File: src/rtl/lsu_pkg.sv
// Shared encodings for the load/store unit: opcodes, FSM states, access sizes
// and small opcode-classification helpers.
package lsu_pkg;

    typedef enum logic [2:0] {
        LSU_LW  = 3'd0,
        LSU_LH  = 3'd1,
        LSU_LHU = 3'd2,
        LSU_LB  = 3'd3,
        LSU_LBU = 3'd4,
        LSU_SW  = 3'd5,
        LSU_SH  = 3'd6,
        LSU_SB  = 3'd7
    } lsu_op_e;

    typedef enum logic [1:0] {
        ST_IDLE = 2'd0,
        ST_RD   = 2'd1,
        ST_WR   = 2'd2,
        ST_RESP = 2'd3
    } lsu_state_e;

    typedef enum logic [1:0] {
        SZ_BYTE = 2'd0,
        SZ_HALF = 2'd1,
        SZ_WORD = 2'd2
    } lsu_size_e;

    function automatic lsu_size_e op_size(input lsu_op_e op);
        case (op)
            LSU_LB, LSU_LBU, LSU_SB: return SZ_BYTE;
            LSU_LH, LSU_LHU, LSU_SH: return SZ_HALF;
            default:                 return SZ_WORD;
        endcase
    endfunction

    function automatic logic op_is_load(input lsu_op_e op);
        return (op == LSU_LW) || (op == LSU_LH) || (op == LSU_LHU) ||
               (op == LSU_LB) || (op == LSU_LBU);
    endfunction

    function automatic logic op_sign_ext(input lsu_op_e op);
        return (op == LSU_LB) || (op == LSU_LH);
    endfunction

    // Word accesses need a 4-byte boundary, halfword accesses a 2-byte boundary.
    function automatic logic op_misaligned(input lsu_op_e op, input logic [1:0] offset);
        case (op_size(op))
            SZ_WORD: return offset != 2'b00;
            SZ_HALF: return offset[0];
            default: return 1'b0;
        endcase
    endfunction

endpackage

File: src/rtl/lsu_byte_lane.sv
// Combinational byte-lane steering: extracts and extends a load from a memory
// word, and merges sub-word store data into a previously read word.
module lsu_byte_lane
    import lsu_pkg::*;
#(
    parameter bit BIG_ENDIAN = 1'b1
) (
    input  logic [31:0] ext_word,
    input  logic [31:0] base_word,
    input  logic [31:0] store_data,
    input  logic [1:0]  offset,
    input  lsu_size_e   size,
    input  logic        sign_ext,
    output logic [31:0] load_data,
    output logic [31:0] merge_data
);

    logic [4:0]  shift;
    logic [31:0] lane_mask;
    logic [31:0] shifted;

    // Lane position as a bit shift; big-endian counts lanes from the MSB end.
    always_comb begin
        shift     = 5'd0;
        lane_mask = 32'hFFFF_FFFF;
        case (size)
            SZ_BYTE: begin
                lane_mask = 32'h0000_00FF;
                shift     = BIG_ENDIAN ? {~offset, 3'b000} : {offset, 3'b000};
            end
            SZ_HALF: begin
                lane_mask = 32'h0000_FFFF;
                shift     = BIG_ENDIAN ? {~offset[1], 4'b0000} : {offset[1], 4'b0000};
            end
            default: ;
        endcase
    end

    assign shifted = ext_word >> shift;

    always_comb begin
        load_data = ext_word;
        case (size)
            SZ_BYTE: load_data = {{24{sign_ext & shifted[7]}}, shifted[7:0]};
            SZ_HALF: load_data = {{16{sign_ext & shifted[15]}}, shifted[15:0]};
            default: ;
        endcase
    end

    assign merge_data = (base_word & ~(lane_mask << shift)) |
                        ((store_data & lane_mask) << shift);

endmodule

File: src/rtl/load_store_unit.sv
// Data-memory initiator: sequences loads, word stores and read-modify-write
// sub-word stores, stalling the pipeline until each access completes.
module load_store_unit
    import lsu_pkg::*;
#(
    parameter int MEM_WORDS  = 32,
    parameter bit BIG_ENDIAN = 1'b1
) (
    input  logic        Clock,
    input  logic        Reset,
    input  logic        Req,
    input  logic [2:0]  Op,
    input  logic [31:0] Addr,
    input  logic [31:0] StoreData,
    output logic        Stall,
    output logic        Done,
    output logic [31:0] LoadData,
    output logic        AlignErr,
    output logic [31:0] MemAddress,
    output logic [31:0] MemWriteData,
    input  logic [31:0] MemReadData,
    output logic        MemWriteEn,
    output logic        MemReadEn
);

    localparam int IDX_W = $clog2(MEM_WORDS);

    lsu_state_e         state_q, state_d;
    lsu_op_e            op_q;
    logic [IDX_W+1:0]   addr_q;
    logic [31:0]        sdata_q;
    logic [31:0]        rdword_q;
    logic [31:0]        load_q;
    logic               align_q;

    lsu_op_e            op_in;
    logic               misaligned_in;
    logic [31:0]        lane_load;
    logic [31:0]        lane_merge;
    logic               unused_addr;

    assign op_in         = lsu_op_e'(Op);
    assign misaligned_in = op_misaligned(op_in, Addr[1:0]);
    // Upper address bits wrap modulo MEM_WORDS and are deliberately ignored.
    assign unused_addr   = ^Addr[31:IDX_W+2];

    lsu_byte_lane #(
        .BIG_ENDIAN (BIG_ENDIAN)
    ) u_lane (
        .ext_word   (MemReadData),
        .base_word  (rdword_q),
        .store_data (sdata_q),
        .offset     (addr_q[1:0]),
        .size       (op_size(op_q)),
        .sign_ext   (op_sign_ext(op_q)),
        .load_data  (lane_load),
        .merge_data (lane_merge)
    );

    always_ff @(posedge Clock) begin
        if (Reset) state_q <= ST_IDLE;
        else       state_q <= state_d;
    end

    always_comb begin
        state_d = state_q;
        case (state_q)
            ST_IDLE: begin
                if (Req) begin
                    if (misaligned_in)       state_d = ST_RESP;
                    else if (op_in == LSU_SW) state_d = ST_WR;
                    else                      state_d = ST_RD;
                end
            end
            ST_RD:   state_d = op_is_load(op_q) ? ST_RESP : ST_WR;
            ST_WR:   state_d = ST_RESP;
            default: state_d = ST_IDLE;
        endcase
    end

    // Request is latched on accept so Op/Addr may change once Stall drops.
    always_ff @(posedge Clock) begin
        if (Reset) begin
            op_q     <= LSU_LW;
            addr_q   <= '0;
            sdata_q  <= '0;
            rdword_q <= '0;
            load_q   <= '0;
            align_q  <= 1'b0;
        end else begin
            if (state_q == ST_IDLE && Req) begin
                op_q    <= op_in;
                addr_q  <= Addr[IDX_W+1:0];
                sdata_q <= StoreData;
                align_q <= misaligned_in;
            end
            if (state_q == ST_RD) begin
                rdword_q <= MemReadData;
                if (op_is_load(op_q)) load_q <= lane_load;
            end
        end
    end

    assign Stall        = ((state_q == ST_IDLE) && Req) || (state_q == ST_RD) || (state_q == ST_WR);
    assign Done         = (state_q == ST_RESP);
    assign AlignErr     = (state_q == ST_RESP) && align_q;
    assign MemReadEn    = (state_q == ST_RD);
    // Gating with Reset keeps a write that is being aborted from reaching memory.
    assign MemWriteEn   = (state_q == ST_WR) && !Reset;
    assign MemAddress   = {{(32-IDX_W){1'b0}}, addr_q[IDX_W+1:2]};
    assign MemWriteData = (state_q == ST_WR) ? ((op_q == LSU_SW) ? sdata_q : lane_merge) : 32'h0;
    assign LoadData     = load_q;

endmodule

File: config.mk
export PLATFORM = sky130hd
export DESIGN_NAME = load_store_unit
export DESIGN_NICKNAME = d
export VERILOG_FILES = /design/src/rtl/lsu_pkg.sv /design/src/rtl/lsu_byte_lane.sv /design/src/rtl/load_store_unit.sv
export SDC_FILE = /design/constraint.sdc
export NUM_CORES = 1
export LEC_CHECK = 0
export BUFFER_PORTS_ARGS = -buffer_cell sky130_fd_sc_hd__buf_2
export CAP_MARGIN = 20
export CORE_ASPECT_RATIO = 0.7
export CORE_MARGIN = 5
export CORE_UTILIZATION = 46
export DETAILED_ROUTE_END_ITERATION = 6
export PLACE_DENSITY = 0.88
export SETUP_SLACK_MARGIN = 0.15
export SLEW_MARGIN = 20
export SYNTH_ARGS = -nofsm -noshare
export SYNTH_HDL_FRONTEND = slang
export SYNTH_SLANG_ARGS = --single-unit
File: constraint.sdc
create_clock -name Clock -period 1.9 [get_ports Clock]
set_input_delay 0.38 -clock Clock [delete_from_list [all_inputs] [get_ports Clock]]
set_output_delay 0.38 -clock Clock [all_outputs]
set_load 0.01 [all_outputs]
==> impl_summary.txt <==
----------------------------------------------------
[STA]
  Final-report max-slew violation count ... 0
  Post-route clock skew ... 0.0113 ns
  Max-Slew Margin vs Limit ... 54.1%
  Final setup slack of the worst path ... -0.578 ns
  RSZ-0062 raised after global routing ... yes
  Maximum clock frequency ... 404 MHz
  Period Utilization, post-route ... 130%
  Min Clock Period, post-route ... 2.48 ns
  Final count of negative-setup-slack endpoints ... 64
  Final count of hold timing violations ... 0
  Worst-margin pin slew ... 0.687 ns

[Power]
  Leakage component of the power ... 0.00345 µW
  Power density over cell area ... 1450 nW/µm²
  Worst IR Drop VDD ... 0.854 mV

[Global routing]
  Pin count of the biggest net entering global routing ... 85
  Global routing usage summed across all routing layers ... 27.6%
  GRT overflow ... 0
  Antenna violations before repair ... 1
  First-pass GRT wire length ... 32.9 mm
  Number of global-route vias before repair ... 5897

[Finish]
  Multi-input logic area ... 3830 µm²
  Fill cell count ... 856
  Signed area change from the synthesized netlist to the final layout ... 42.7%
  Sequential standard cell area ... 2200 µm²
  Fraction of layout cells with a size suffix above 1 ... 42.1%
  Final Util ... 67.0%
  Net count, final ... 992

[Worst setup path]
  Arr. time, crit path ... 2.10 ns
  CP cell instances ... and3b_4 -> buf_4 -> buf_6 -> nor2_1 -> a21oi_2 -> buf_6 -> nand2_1 -> a21boi_2 -> buf_2
  Type of element launching the critical path ... flop
  Depth of the worst register-to-register path ... 9
  Cell seen most often among critical-path stages ... sky130_fd_sc_hd__buf_6
  CP max stage delay ... 0.37 ns
  Crit path depth ... 9
  Cell with the biggest individual delay on the critical path ... sky130_fd_sc_hd__dfxtp_4
  Buffers & Inverters on Critical Path ... 4
  Type of the setup path with the least slack ... flop to output port
  Critical Path End Type ... output port
  Required time at the worst-slack endpoint ... 1.52 ns
  Peak fanout along the critical path ... 8
  Kind of cell adding the most delay to the critical path ... buffers and inverters

[CTS]
  Number of buffers on the longest clock path ... 2
  Clock buffer count from CTS ... 9
  Clock slew seen by the registers of the worst setup and hold paths ... 0.07 ns
  Clock latency reported for the late side of the worst-skew pair ... 0.36 ns
  Cell at the root of the clock tree ... sky130_fd_sc_hd__clkbuf_16
  Number of clock sinks ... 109
  TritonCTS clock tree ... built
  H-tree lvl count ... 3

[Placement]
  Setup slack after placement ... -0.276 ns
  Number of port buffers ... 150
  Global placer's final weighted congestion ... 0.935
  Detailed-placement wirelength estimate ... 13.5 mm

[Detailed routing]
  Routed wirelength normalized by instance count ... 22.5 µm
  Antenna-violating nets left ... 0
  Via/cell ratio ... 6.19
  1st-pass router iterations ... 7
  DR DRC count ... 1
  Drt initial violations ... 913
  Total wirelength of the detailed-routed design ... 23.7 mm
  Detailed-route via count ... 6516

[Die]
  Row count ... 34
  Core area ... 12400 µm²
  Effective utilization at floorplan ... 47.0%
  Die Width ... 144 µm
  Die Footprint ... 15000 µm²
  Die Height ... 104 µm
  Number of top-level pins ... 203

[Logic synthesis]
  Primary flip-flop cell chosen by synthesis mapping ... sky130_fd_sc_hd__dfxtp_1
  Summed instance area of the synthesized netlist ... 5810 µm²
  Top cell type by total area after synthesis ... sky130_fd_sc_hd__dfxtp_1
  Library cell with the highest instance count after synthesis ... sky130_fd_sc_hd__nand2_1
  Post-synthesis async set-or-reset flop share ... 0%
  Post-synthesis instance total ... 702
  Part of the Yosys area used for sequential elements ... 37.5%
  Number of warnings issued by yosys ... 0
  Average size of a mapped cell ... 8.28 µm²
  Number of synthesized flops with an enable pin ... 0
  Unique masters post-synth ... 54
  Most common library cells after synthesis ... 122 x sky130_fd_sc_hd__nand2_1, 109 x sky130_fd_sc_hd__dfxtp_1, 70 x sky130_fd_sc_hd__nor2_1, 59 x sky130_fd_sc_hd__a21oi_1, 45 x sky130_fd_sc_hd__mux2i_1
  Top-area cell type share of the netlist area ... 37.5%
  Number of register bits inferred by synthesis ... 109
  Ranking of synthesized cells by area ... sky130_fd_sc_hd__dfxtp_1 38%, sky130_fd_sc_hd__nand2_1 7.9%, sky130_fd_sc_hd__mux2i_1 7.7%

[Status]
  Violated checks ... design-rule violations, negative setup slack
  Run status ... finished, violations left

[Job]
  Max-capacitance violation count ... 0

[Worst hold path]
  WHS Path Cells ... 3
  Tightest Hold Check Type ... primary input to flop

----------------------------------------------------
## path summary, 6_finish.rpt
check	from	end	slack [ns]
max	addr_q[0]	MemWriteData[23]	-0.58
min	StoreData[31]	sdata_q[31]	0.26
max reg2reg	op_q[1]	LoadData[10]	-0.50
min reg2reg	addr_q[2]	addr_q[2]	0.45
## cells in the final DEF (no fill, tap or decap), types with 16 or more instances in the layout
cell                       count
sky130_fd_sc_hd__a21boi_2     16
sky130_fd_sc_hd__a21oi_1      52
sky130_fd_sc_hd__buf_2       148
sky130_fd_sc_hd__buf_4        53
sky130_fd_sc_hd__buf_6        20
sky130_fd_sc_hd__conb_1       27
sky130_fd_sc_hd__dfxtp_1     102
sky130_fd_sc_hd__mux2i_1      40
sky130_fd_sc_hd__nand2_1     120
sky130_fd_sc_hd__nor2_1       69
sky130_fd_sc_hd__nor2b_1      22
## worst register-to-register path, stage by stage, from the launching register on
cell	delay, ns
sky130_fd_sc_hd__dfxtp_4	0.39
sky130_fd_sc_hd__and3b_4	0.21
sky130_fd_sc_hd__or2_4	0.25
sky130_fd_sc_hd__buf_4	0.17
sky130_fd_sc_hd__buf_16	0.16
sky130_fd_sc_hd__a2111oi_4	0.35
sky130_fd_sc_hd__a211oi_4	0.13
sky130_fd_sc_hd__buf_6	0.18
sky130_fd_sc_hd__buf_16	0.13
sky130_fd_sc_hd__a311oi_1	0.31
## routing by layer
metal  vias up  GRT usage (%)  part of all wire (%)
li1       2795              -                     -
met1      2992           37.0                    37
met2       561           42.0                    43
met3       168           7.31                    13
met4         0           11.0                   7.0
met5         -              0                     0
## area by class of cell
| class | instances | share of cell area (%) |
|---|---|---|
| tap | 162 | 2.44 |
| clock buffer | 11 | 2.93 |
| antenna | 1 | 0.0302 |
| clock inverter | 4 | 0.965 |
| timing repair buffer | 236 | 20.5 |
| multi-input combinational | 523 | 46.2 |
| sequential | 109 | 26.5 |
| inverter | 7 | 0.377 |
## registers in the layout, indices dropped and copies added, names as in the netlist
name / cells
sdata_q: 32
rdword_q: 32
state_q: 2
addr_q: 7
align_q: 1
LoadData: 32
op_q: 3
## per-stage QoR
| step | hold slack [ns] | cell area (µm²) | cells | power, µW | TNS, ns |
|---|---|---|---|---|---|
| after floorplan | 0.436 | 6040 | 728 | 6620 | -1.47 |
| after global placement | 0.440 | 7020 | 1012 | 8180 | -9.36 |
| after detailed placement | 0.445 | 7020 | 1012 | 8290 | -9.80 |
| after CTS | 0.254 | 8070 | 1048 | 11200 | -21.14 |
| after global routing | 0.266 | 8300 | 1053 | 12500 | -29.56 |
| final | 0.261 | 8300 | 1053 | 12000 | -25.66 |
## report_power, final
group	switching (µW)	leakage (µW)	total [µW]	internal [µW]
Sequential	519	0.000898	3460	2940
Combinational	3580	0.00239	6500	2920
Clock	885	0.000158	2090	1200
## logic make-up after synthesis
group | share of synthesized area, %
multiplexers | 10.5
AO/OA/AOI/OAI | 22.7
AND/OR/NAND/NOR | 19.2
other | 0.0645
buffers and inverters | 9.06
flip-flops | 37.5
XOR/XNOR | 0.151
adder cells (fa/ha/maj) | 0.861
## timing repair
action                                  in CTS  in global routing
pin swaps                                   26                 21
resized for setup                          110                 30
hold buffers                                 0                  0
endpoints found under the setup margin      67                 70
cloned                                       5                  2
setup buffers                               16                  2
Power figures use the tool's default switching activity.
